[config.mk]
export PLATFORM = sky130hd
export DESIGN_NAME = vga_scan_gen
export DESIGN_NICKNAME = d
export VERILOG_FILES = /design/src/rtl/vga_scan_gen.sv
export SDC_FILE = /design/constraint.sdc
export NUM_CORES = 1
export LEC_CHECK = 0
export BUFFER_PORTS_ARGS = -buffer_cell sky130_fd_sc_hd__buf_2
export CAP_MARGIN = 20
export CORE_MARGIN = 8
export CORE_UTILIZATION = 31
export CTS_CLUSTER_SIZE = 12
export DETAILED_ROUTE_END_ITERATION = 7
export PLACE_DENSITY = 0.55
export SYNTH_ARGS = -nofsm -noshare
export SYNTH_HDL_FRONTEND = slang
export SYNTH_SLANG_ARGS = --single-unit
[constraint.sdc]
create_clock -name clk -period 3 [get_ports clk]
set_clock_uncertainty 0.15 [all_clocks]
set_input_delay 0.15 -clock clk [delete_from_list [all_inputs] [get_ports clk]]
set_output_delay 0.15 -clock clk [all_outputs]
set_load 0.005 [all_outputs]
[src/rtl/vga_scan_gen.sv]
`default_nettype none
// ============================================================================
// vga_scan_gen : 640x480@60 VGA scan, 64x48 cell indices, aligned/blanked RGB
// Revision     : 1.0
// ============================================================================
module vga_scan_gen #(
    parameter int CLK_DIV   = 4,
    parameter int CELL      = 10,
    parameter int COLOR_LAT = 1,
    parameter int H_ACT     = 640,
    parameter int H_FP      = 16,
    parameter int H_SYNC    = 96,
    parameter int H_BP      = 48,
    parameter int V_ACT     = 480,
    parameter int V_FP      = 10,
    parameter int V_SYNC    = 2,
    parameter int V_BP      = 33
) (
    input  logic        clk,
    input  logic        rst_n,
    input  logic [11:0] color,
    output logic [5:0]  hIndex,
    output logic [5:0]  vIndex,
    output logic        pix_tick,
    output logic        frame_start,
    output logic [3:0]  vgaRed,
    output logic [3:0]  vgaGreen,
    output logic [3:0]  vgaBlue,
    output logic        Hsync,
    output logic        Vsync
);
    localparam int H_TOT = H_ACT + H_FP + H_SYNC + H_BP;
    localparam int V_TOT = V_ACT + V_FP + V_SYNC + V_BP;
    localparam int HW    = $clog2(H_TOT);
    localparam int VW    = $clog2(V_TOT);
    localparam int DW    = (CLK_DIV > 1) ? $clog2(CLK_DIV) : 1;
    localparam int SW    = (CELL > 1) ? $clog2(CELL) : 1;

    localparam logic [DW-1:0] DIV_LAST = DW'(CLK_DIV - 1);
    localparam logic [SW-1:0] SUB_LAST = SW'(CELL - 1);
    localparam logic [HW-1:0] H_LAST   = HW'(H_TOT - 1);
    localparam logic [HW-1:0] H_ACT_L  = HW'(H_ACT);
    localparam logic [HW-1:0] HS_BEG   = HW'(H_ACT + H_FP);
    localparam logic [HW-1:0] HS_END   = HW'(H_ACT + H_FP + H_SYNC);
    localparam logic [VW-1:0] V_LAST   = VW'(V_TOT - 1);
    localparam logic [VW-1:0] V_ACT_L  = VW'(V_ACT);
    localparam logic [VW-1:0] VS_BEG   = VW'(V_ACT + V_FP);
    localparam logic [VW-1:0] VS_END   = VW'(V_ACT + V_FP + V_SYNC);

    logic [DW-1:0] div;
    logic [HW-1:0] h, h_nx;
    logic [VW-1:0] v, v_nx;
    logic [SW-1:0] hsub, hsub_nx, vsub, vsub_nx;
    logic [5:0]    hcell, hcell_nx, vcell, vcell_nx;
    logic          run;
    logic          act0, hs0, vs0;
    logic          h_wrap, v_wrap;

    assign pix_tick    = (div == DIV_LAST);
    assign h_wrap      = (h == H_LAST);
    assign v_wrap      = (v == V_LAST);
    // The first tick after reset enters (0,0) rather than advancing past it.
    assign frame_start = pix_tick && (!run || (h_wrap && v_wrap));
    assign hIndex      = act0 ? hcell : 6'd0;
    assign vIndex      = act0 ? vcell : 6'd0;

    always_comb begin
        h_nx     = h;
        v_nx     = v;
        hsub_nx  = hsub;
        vsub_nx  = vsub;
        hcell_nx = hcell;
        vcell_nx = vcell;
        if (run) begin
            if (h_wrap) begin
                h_nx     = '0;
                hsub_nx  = '0;
                hcell_nx = '0;
                if (v_wrap) begin
                    v_nx     = '0;
                    vsub_nx  = '0;
                    vcell_nx = '0;
                end else begin
                    v_nx = v + VW'(1);
                    if (vsub == SUB_LAST) begin
                        vsub_nx  = '0;
                        vcell_nx = vcell + 6'd1;
                    end else begin
                        vsub_nx = vsub + SW'(1);
                    end
                end
            end else begin
                h_nx = h + HW'(1);
                if (hsub == SUB_LAST) begin
                    hsub_nx  = '0;
                    hcell_nx = hcell + 6'd1;
                end else begin
                    hsub_nx = hsub + SW'(1);
                end
            end
        end
    end

    always_ff @(posedge clk or negedge rst_n) begin
        if (!rst_n) begin
            div   <= '0;
            run   <= 1'b0;
            h     <= '0;
            v     <= '0;
            hsub  <= '0;
            vsub  <= '0;
            hcell <= '0;
            vcell <= '0;
            act0  <= 1'b0;
            hs0   <= 1'b1;
            vs0   <= 1'b1;
        end else begin
            div <= pix_tick ? '0 : div + DW'(1);
            if (pix_tick) begin
                run   <= 1'b1;
                h     <= h_nx;
                v     <= v_nx;
                hsub  <= hsub_nx;
                vsub  <= vsub_nx;
                hcell <= hcell_nx;
                vcell <= vcell_nx;
                act0  <= (h_nx < H_ACT_L) && (v_nx < V_ACT_L);
                hs0   <= !((h_nx >= HS_BEG) && (h_nx < HS_END));
                vs0   <= !((v_nx >= VS_BEG) && (v_nx < VS_END));
            end
        end
    end

    // Delay line matching the renderer's colour latency.
    logic [COLOR_LAT-1:0] act_d, hs_d, vs_d;

    generate
        if (COLOR_LAT == 1) begin : g_lat_one
            always_ff @(posedge clk or negedge rst_n) begin
                if (!rst_n) begin
                    act_d <= '0;
                    hs_d  <= '1;
                    vs_d  <= '1;
                end else if (pix_tick) begin
                    act_d <= act0;
                    hs_d  <= hs0;
                    vs_d  <= vs0;
                end
            end
        end else begin : g_lat_many
            always_ff @(posedge clk or negedge rst_n) begin
                if (!rst_n) begin
                    act_d <= '0;
                    hs_d  <= '1;
                    vs_d  <= '1;
                end else if (pix_tick) begin
                    act_d <= {act_d[COLOR_LAT-2:0], act0};
                    hs_d  <= {hs_d[COLOR_LAT-2:0], hs0};
                    vs_d  <= {vs_d[COLOR_LAT-2:0], vs0};
                end
            end
        end
    endgenerate

    always_ff @(posedge clk or negedge rst_n) begin
        if (!rst_n) begin
            vgaRed   <= 4'd0;
            vgaGreen <= 4'd0;
            vgaBlue  <= 4'd0;
            Hsync    <= 1'b1;
            Vsync    <= 1'b1;
        end else if (pix_tick) begin
            vgaRed   <= act_d[COLOR_LAT-1] ? color[11:8] : 4'd0;
            vgaGreen <= act_d[COLOR_LAT-1] ? color[7:4]  : 4'd0;
            vgaBlue  <= act_d[COLOR_LAT-1] ? color[3:0]  : 4'd0;
            Hsync    <= hs_d[COLOR_LAT-1];
            Vsync    <= vs_d[COLOR_LAT-1];
        end
    end
endmodule
`default_nettype wire
==> results of run 1 <==
-- per-stage QoR --
| step | util | worst slack [ns] | hold WS [ns] | cells |
|---|---|---|---|---|
| 2_1_floorplan | - | 0.138 | -0.296 | 384 |
| 3_3_place_gp | 0.346 | 0.257 | 0.123 | 561 |
| 3_5_place_dp | 0.346 | 0.151 | 0.140 | 561 |
| 4_1_cts | 0.388 | 0.148 | 0.280 | 590 |
| 5_1_grt | 0.388 | 0.0284 | 0.306 | 590 |
| 6_report | 0.388 | 0.170 | 0.277 | 590 |
-- state kept, by name, summed over array words and instances (netlist names), 6 cells and up --
signal,cells
v,10
h,10
hcell,6
vcell,6
-- worst max path at each step --
stage                     startpoint        to  cells past startpoint
after floorplan                 h[6]       vs0                      8
after detailed placement        h[6]  vcell[5]                      5
final                           h[6]  vcell[5]                      5
after global routing            h[6]  vcell[5]                      5
after global placement          h[6]  vcell[5]                      5
after CTS                       h[6]  vcell[5]                      5
-- critical path, cell delays in order (launching register included) --
cell     delay (ns)
dfrtp_1        0.46
or4bb_2        0.73
or4_1          0.71
nor4_1         0.43
xnor2_1        0.17
nor2_1         0.05
-- timing repair --
item / in CTS / in global routing
hold buffers: 13 / 0
endpoints found under the setup margin: 0 / 0
endpoints found under the hold margin: 41 / 0
-- synth_stat cells (6+ instances only) --
cell,n
a31oi_1,6
nor3_1,9
nand2_1,29
clkbuf_1,13
xnor2_1,15
ha_1,10
nor4_1,12
nand3_1,24
dfrtp_1,57
nand4_1,11
dfstp_2,6
o21ai_0,40
nor2_1,29
and2_1,18
xor2_1,6
inv_1,22
-- where the power goes --
part           switching [uW]  total [uW]  internal (uW)
Clock                     358        1190            835
Sequential               3.57         863            859
Combinational            29.4        56.9           27.5
Total                     391        2110           1720
-- cells by family after synthesis --
family / count (synthesis) / synth area share
adders and majority gates: 10 / 0.0355
and+or+nand+nor: 164 / 0.251
xor gates and xnor gates: 21 / 0.0522
AOI/OAI and AO/OA: 77 / 0.134
DFF: 63 / 0.450
buffers and inverters: 44 / 0.0618
muxes: 5 / 0.0160
-- final cells by class --
cell class              count  area, um^2  area share
multi-input cells         277        1730       0.395
flip-flops and latches     63        1580       0.362
repair buffers             69         460       0.105
clock buffers              13         250      0.0572
well taps                 143         179      0.0409
clock inverters             3        90.1      0.0206
inverters                  22        82.6      0.0189
-- placed cells by master (no fill, tap or decap), types with 6 or more instances in the layout --
cell type	Yosys	routed
nand2_1	29	29
buf_4	1	14
o21ai_0	40	40
a31oi_1	6	6
nor2_1	29	29
dlygate4sd3_1	0	13
xnor2_1	15	15
dfrtp_1	57	57
nor4_1	12	11
dfstp_2	6	6
clkbuf_16	0	9
nor3_1	9	9
inv_1	22	22
nand4_1	11	11
and2_1	18	18
xor2_1	6	6
nand3_1	24	24
ha_1	10	10
buf_2	1	41
-- per-layer routing --
metal  track usage  vias to the layer above  wire length, um  share of wire
met3        0.0336                       10              490          0.058
met2         0.180                       63             3660           0.44
met4        0.0411                        0              110          0.013
li1              -                     1478                -              -
met1         0.155                     1400             4130           0.49
met5             0                        -                0              0
==> metrics.txt, run 1 <==
status=finished clean; Synth async-reset ratio=1.00; Worst Tran Pin Value=0.812 ns; full die area=15000 um^2; Clk Latency, worst-skew pair=0.32 ns; GP Congestion=0.854; cell count after synthesis=384; Top Ports=42; Die Wd=123 um; post-placement cell area=3900 um^2; Starting Density=0.313; Reg-to-Reg Start=h[6]; min-delay worst type=flop to flop; Post-synth EDFFs=0; Critical Path Start Type=flop; layout cells sized above 1=0.210; register bit total from synthesis=63; area leader, netlist=dfrtp_1; worst vdd rail ir drop=0.284 mV; DR iter-0 viols=144; drt via density=5.00; Max H-tree Level=3; first-pass GRT wire length=14.2 mm; Worst Setup End Kind=flop; postcts setup bufs=0; slew margin rel.=0.459; synthesized area=3520 um^2; via count=2951; first-pass iteration count of the detailed router=4; critical setup path kind=flop to flop; setup_tns=0 ns; Post-Layout Inst Area=4370 um^2; Most used DFF post-synth=dfrtp_1; hold path depth=1; vias in the first global route=2914; Crit path required time=3.05 ns; yosys warns=0; syn_nets=408; worst endpoint data arrival time=2.88 ns; Final Critical Period=2.83 ns; Max Root-Sink Buffers=2; CTS resizes=0; Synth cell types=53; Routed WL per cell=14.2 um; worst min-delay path startpoint=div[0]; Final Hold Fails=0; ANT cells=0; Final HPWL DP=5.82 mm; pwr/cell area=483 nW/um^2; DIE HEIGHT=123 um; # fillers=1122; register clock-pin slew on the reported worst setup and hold paths=0.05 ns; largest net degree at the start of global routing=55; Yosys top cell area share=0.405; Reg2Reg Depth=5; Avg Cell Area, Syn=9.18 um^2; Core ar.=11300 um^2; f_max=353 MHz; hold endpoint=div[0]; GRT overflow=0; root buf cell=clkbuf_16; Area Growth Syn to Fin=24.1%; max-cap violations=0; Worst R2R End=vcell[5]; DRC=0; final setup vio count=0; nets=466; RSZ-0062 raised after global routing=no; antenna violations before repair=0; Power Total=2110 uW; total CTS buffers=9; max-slew violations=0; GRT Total Usage=0.118; Leak=0.00185 uW; Detail Route Antenna Nets=0; dominant cells by area after synthesis=dfrtp_1 40%, o21ai_0 5.7%, dfstp_2 4.5%; FF-to-FF setup slack=0.17 ns; routed wire length=8.38 mm; fin crit share=0.943; clock sinks=63; row cnt=39; register area share after synthesis=0.450; Crit Path Max Fanout=12; CTS tree=built; # port buffers=41
Note: power is estimated with default switching activity, not from simulation.
==> run 2, diff against run 1 <==
--- a/config.mk
+++ b/config.mk
@@ -11,7 +11,8 @@
 export CORE_UTILIZATION = 31
 export CTS_CLUSTER_SIZE = 12
 export DETAILED_ROUTE_END_ITERATION = 7
-export PLACE_DENSITY = 0.55
+export PLACE_DENSITY = 0.53
+export RECOVER_POWER = 100
 export SYNTH_ARGS = -nofsm -noshare
 export SYNTH_HDL_FRONTEND = slang
 export SYNTH_SLANG_ARGS = --single-unit
==> constraint.sdc (replaced) <==
create_clock -name clk -period 3.4 [get_ports clk]
set_clock_uncertainty 0.15 [all_clocks]
set_input_delay 0.17 -clock clk [delete_from_list [all_inputs] [get_ports clk]]
set_output_delay 0.17 -clock clk [all_outputs]
set_load 0.005 [all_outputs]
==> run 2 against run 1 <==
The run now ends with capacitance limit, slew limit left. Final cell count decreased by 1.4%. Via count increased by 0.20%. Hold slack got worse by 0.0016 ns. Maximum frequency decreased by 5.1%. Count of clock-buffer cells in the layout decreased by 1. Combinational power decreased by 17%. Sequential power decreased by 12%. Die area unchanged. Setup slack improved by 0.25 ns. Total power decreased by 19%. Wire length increased by 1.1%. First-iteration DRC count increased by 43%. Critical path type unchanged. Largest cell class unchanged. Highest routed layer unchanged.
==> metrics.txt, run 2 (synthesis results as in run 1) <==
Final Critical Period=2.98 ns (+0.153 ns); pwr/cell area=406 nW/um^2 (-16%); final setup vio count=0 (unchanged); root buf cell=clkbuf_16; Clk Latency, worst-skew pair=0.32 ns (about the same); # port buffers=41 (unchanged); register clock-pin slew on the reported worst setup and hold paths=0.06 ns (about the same); Final Hold Fails=0 (unchanged); hold buffers post-CTS=13 (unchanged); drt via density=5.08 (+1.6%); DR iter-0 viols=206 (+43%); layout cells sized above 1=0.153 (-0.0577); Detail Route Antenna Nets=0 (unchanged); failing checks=capacitance limit, slew limit; Final HPWL DP=5.77 mm (-0.88%); max-cap violations=1 (+1); full die area=15000 um^2 (unchanged); Starting Density=0.313 (unchanged); Worst Tran Pin Value=1.85 ns (+1.04 ns); first-pass iteration count of the detailed router=4 (unchanged); row cnt=39 (unchanged); fin crit share=0.877 (-0.0658); status=finished, violations left; antenna violations before repair=0 (unchanged); CTS resizes=0 (unchanged); vias in the first global route=2863 (-1.8%); top flop regs=h x10, v x10; max-slew violations=33 (+33); Critical Path Start Type=flop; Power Total=1710 uW (-19%); Crit Path Max Fanout=12 (unchanged); worst vdd rail ir drop=0.220 mV (-23%); GRT Total Usage=0.117 (-0.000863); most common cell after layout, fill and taps aside=dfrtp_1; hold slack final=0.275 ns (-0.00157 ns); CTS tree=built; total CTS buffers=9 (unchanged); Die Wd=123 um (unchanged); GRT overflow=0 (unchanged); DRC=0 (unchanged); largest net degree at the start of global routing=55 (unchanged); DIE HEIGHT=123 um (unchanged); Core ar.=11300 um^2 (unchanged); ANT cells=0 (unchanged); Top Ports=42 (unchanged); slew margin rel.=-0.235 (-0.694); Crit path required time=3.50 ns (+0.45 ns); Max Root-Sink Buffers=2 (unchanged); GP Congestion=0.825 (-3.4%); via count=2957 (+0.20%); clock sinks=63 (unchanged); worst endpoint data arrival time=3.08 ns (+0.20 ns); min-delay worst type=flop to flop; RSZ-0062 raised after global routing=no; nets=458 (-1.7%); Worst Setup End Kind=flop; Leak=0.00172 uW (-7.0%); hold path depth=1 (unchanged); f_max=335 MHz (-5.1%); postcts setup bufs=0 (unchanged); routed wire length=8.48 mm (+1.1%); critical setup path kind=flop to flop; Reg2Reg Depth=5 (unchanged); Area Growth Syn to Fin=19.6%; Routed WL per cell=14.6 um (+2.5%); first-pass GRT wire length=14.2 mm (-0.44%); Max H-tree Level=3 (unchanged); most frequent cells in the layout=57 x dfrtp_1, 40 x o21ai_0, 29 x nor2_1, 29 x nand2_1, 26 x buf_2; setup_tns=0 ns (unchanged)
run 2: worst paths after layout:
| check | start | end | slack, ns |
|---|---|---|---|
| max | h[5] | vs0 | 0.42 |
| min | div[0] | div[0] | 0.28 |
| max reg2reg | h[5] | vs0 | 0.42 |
| min reg2reg | div[0] | div[0] | 0.28 |
| max in group asynchronous | rst_n | hsub[1] | 0.70 |
| min in group asynchronous | rst_n | v[8] | 0.75 |
run 2: worst max-delay path, stage by stage (launching register included):
cell     delay [ns]
dfrtp_1        0.48
or4b_1         0.65
or4_1          0.64
o21a_1         0.23
or4_1          0.51
o31a_1         0.25
run 2: power breakdown:
group          total, uW  switching (uW)  internal (uW)
combinational       47.0            26.1           20.9
clock                904             320            584
sequential           762            3.64            758
run 2: area by class of cell:
class | instances | area, um^2
multi-input combinational | 277 | 1720
fill | 1142 | 7060
sequential | 63 | 1580
timing repair buffer | 61 | 355
clock inverter | 4 | 45.0
clock buffer | 12 | 246
tap | 143 | 179
inverter | 22 | 82.6
run 2: routing by layer:
metal | GRT usage | vias up | wire (um)
li1 | - | 1461 | -
met2 | 0.178 | 87 | 3700
met5 | 0 | - | 0
met1 | 0.157 | 1403 | 4130
met3 | 0.0331 | 6 | 599
met4 | 0.0366 | 0 | 52
run 2: through the flow:
step                cell area [um^2]  utilization  worst slack (ns)  cells
floorplan                       3520            -             0.538    384
global route                    4210        0.374             0.195    582
CTS                             4260        0.378             0.424    582
detailed placement              3830        0.340             0.433    553
finish                          4210        0.374             0.417    582
global placement                3830        0.340             0.490    553
==> run 3, diff against run 2 <==
--- a/config.mk
+++ b/config.mk
@@ -8,10 +8,10 @@
 export BUFFER_PORTS_ARGS = -buffer_cell sky130_fd_sc_hd__buf_2
 export CAP_MARGIN = 20
 export CORE_MARGIN = 8
-export CORE_UTILIZATION = 31
+export CORE_UTILIZATION = 60
 export CTS_CLUSTER_SIZE = 12
 export DETAILED_ROUTE_END_ITERATION = 7
-export PLACE_DENSITY = 0.53
+export PLACE_DENSITY = 0.87
 export RECOVER_POWER = 100
 export SYNTH_ARGS = -nofsm -noshare
 export SYNTH_HDL_FRONTEND = slang
==> constraint.sdc (replaced) <==
create_clock -name clk -period 3.4 [get_ports clk]
set_clock_uncertainty 0.15 [all_clocks]
set_input_delay 0.17 -clock clk [delete_from_list [all_inputs] [get_ports clk]]
set_output_delay 0.17 -clock clk [all_outputs]
set_load 0.01 [all_outputs]
==> run 3 against run 2 <==
The flow still finishes with violations (capacitance limit, slew limit). Combinational power rose by 4.5%. Die area down 43%. Sequential cell count unchanged. Setup slack hardly changed. Hold slack worse by 0.072 ns. Critical path depth is the same. Global-route usage rose by 7.8 points. Total power is 13% lower. Non-clock buffer count increased by 1. Utilization is 32 points higher. First-iteration DRC count grew 33%. Via count is 2.2% higher. Largest power group is now sequential cells.
==> metrics.txt, run 3 (synthesis results as in run 1) <==
status=finished, violations left; failing checks=capacitance limit, slew limit; min-delay worst type=primary input to async pin; Detail Route Antenna Nets=0 (unchanged); crit path buf inv count=0 (unchanged); crit-path cells=or4b_1 -> or4_1 -> o21a_1 -> or4_1 -> o31a_1; via count=3021 (+2.2%); Post-Layout Inst Area=4030 um^2 (-4.3%); first-pass iteration count of the detailed router=5 (+1); Area Growth Syn to Fin=14.5%; drt via density=5.87 (+15%); worst vdd rail ir drop=0.268 mV (+22%); worst endpoint data arrival time=3.11 ns (+0.03 ns); CTS tree=built; Top Ports=42 (unchanged); root buf cell=clkbuf_8; critical setup path kind=flop to flop; post-placement cell area=3750 um^2 (-2.3%); DR iter-0 viols=275 (+33%); Power Total=1500 uW (-13%); Starting Density=0.610 (+0.297); Final Hold Fails=0 (unchanged); DRC=0 (unchanged); routed wire length=7.87 mm (-7.2%); total CTS buffers=9 (unchanged); Non-Filler Instances=515 (-12%); top flop regs=h x10, v x10; first-pass GRT wire length=13.8 mm (-3.0%); GRT Total Usage=0.195 (+0.0783); Worst Setup End Kind=flop; pwr/cell area=371 nW/um^2 (-8.7%); f_max=335 MHz (about the same); Crit-path slowest cell=or4b_1; RSZ-0062 raised after global routing=no; antenna violations before repair=0 (unchanged); clock sinks=63 (unchanged); largest net degree at the start of global routing=55 (unchanged); Die Wd=92.6 um (-24%); DIE HEIGHT=92.6 um (-24%); vias in the first global route=2938 (+2.6%); Most common cell on crit path=or4_1; GRT overflow=0 (unchanged); final setup vio count=0 (unchanged); Core ar.=5780 um^2 (-49%); most frequent cells in the layout=57 x dfrtp_1, 40 x o21ai_0, 32 x clkbuf_1, 29 x nor2_1, 29 x nand2_1; nets=459 (+0.22%); fin crit share=0.877 (about the same); Crit path largest cell delay=0.66 ns (about the same); full die area=8580 um^2 (-43%); ANT cells=0 (unchanged); # fillers=455 (-60%); row cnt=28 (-28%); Crit Path Max Fanout=12 (unchanged); slew margin rel.=-0.115 (+0.120); Worst Tran Pin Value=1.67 ns (-0.180 ns); Max H-tree Level=3 (unchanged); Final Critical Period=2.98 ns (+0.000247 ns); setup_tns=0 ns (unchanged); register clock-pin slew on the reported worst setup and hold paths=0.07 ns (about the same); postcts setup bufs=0 (unchanged); layout cells sized above 1=0.127 (-0.0253); Max Root-Sink Buffers=2 (unchanged); most common cell after layout, fill and taps aside=dfrtp_1; # port buffers=41 (unchanged); Crit path required time=3.52 ns (+0.02 ns); Clk Latency, worst-skew pair=0.35 ns (+0.03 ns); critical path's top delay family=simple AND/OR/NAND/NOR gates; Critical Path Start Type=flop; Routed WL per cell=15.3 um (+4.9%); max-slew violations=33 (unchanged); number of cells after detailed placement=485 (-12%); Final HPWL DP=5.20 mm (-9.9%); GP Congestion=0.935 (+13%); Leak=0.00165 uW (-3.8%); max-cap violations=1 (unchanged)
==> run 3: cell count changes in the layout (fill, tap and decap cells not counted), sizes merged <==
cell	before	now
clkinv	3	2
bufinv	1	2
clkbuf	31	41
buf	29	20
==> run 3: layout make-up <==
| type | instances | area (um^2) | area share |
|---|---|---|---|
| flip-flops and latches | 63 | 1580 | 0.393 |
| multi-input cells | 277 | 1720 | 0.427 |
| well taps | 75 | 93.8 | 0.0233 |
| inverters | 22 | 82.6 | 0.0205 |
| clock inverters | 4 | 70.1 | 0.0174 |
| repair buffers | 62 | 347 | 0.0859 |
| clock buffers | 12 | 135 | 0.0335 |
==> run 3: what timing repair did <==
item / CTS / global route
endpoints found under the hold margin: 52 / 0
resized for setup: 0 / 0
hold buffers: 13 / 0
==> run 3: power by group <==
group / leakage, uW / switching, uW / internal (uW)
Sequential: 0.000786 / 3.61 / 757
Combinational: 0.000763 / 28.7 / 20.4
Clock: 0.000104 / 277 / 411
Total: 0.00165 / 309 / 1190
==> run 3: per-layer routing <==
layer	GRT usage	wire, um
met5	0	0
met2	0.319	3730
met1	0.246	3530
met4	0.0846	112
met3	0.0388	493
==> run 3: final timing paths <==
path	startpoint	to	slack, ns	depth (start not counted)
setup / recovery	h[5]	vs0	0.42	5
hold / removal	rst_n	act0	0.20	2
setup reg to reg	h[5]	vs0	0.42	5
hold reg to reg	div[0]	div[0]	0.28	1
max in group asynchronous	rst_n	hcell[0]	0.93	3
min in group clk	div[0]	div[0]	0.28	1
==> run 3: stage by stage <==
| step | utilization | hold WS [ns] | setup slack [ns] |
|---|---|---|---|
| 4_1_cts | 0.706 | 0.284 | 0.449 |
| 3_5_place_dp | 0.648 | 0.231 | 0.465 |
| 2_1_floorplan | - | -0.276 | 0.538 |
| 3_3_place_gp | 0.648 | 0.224 | 0.511 |
| 5_1_grt | 0.698 | 0.283 | 0.256 |
| 6_report | 0.698 | 0.204 | 0.417 |
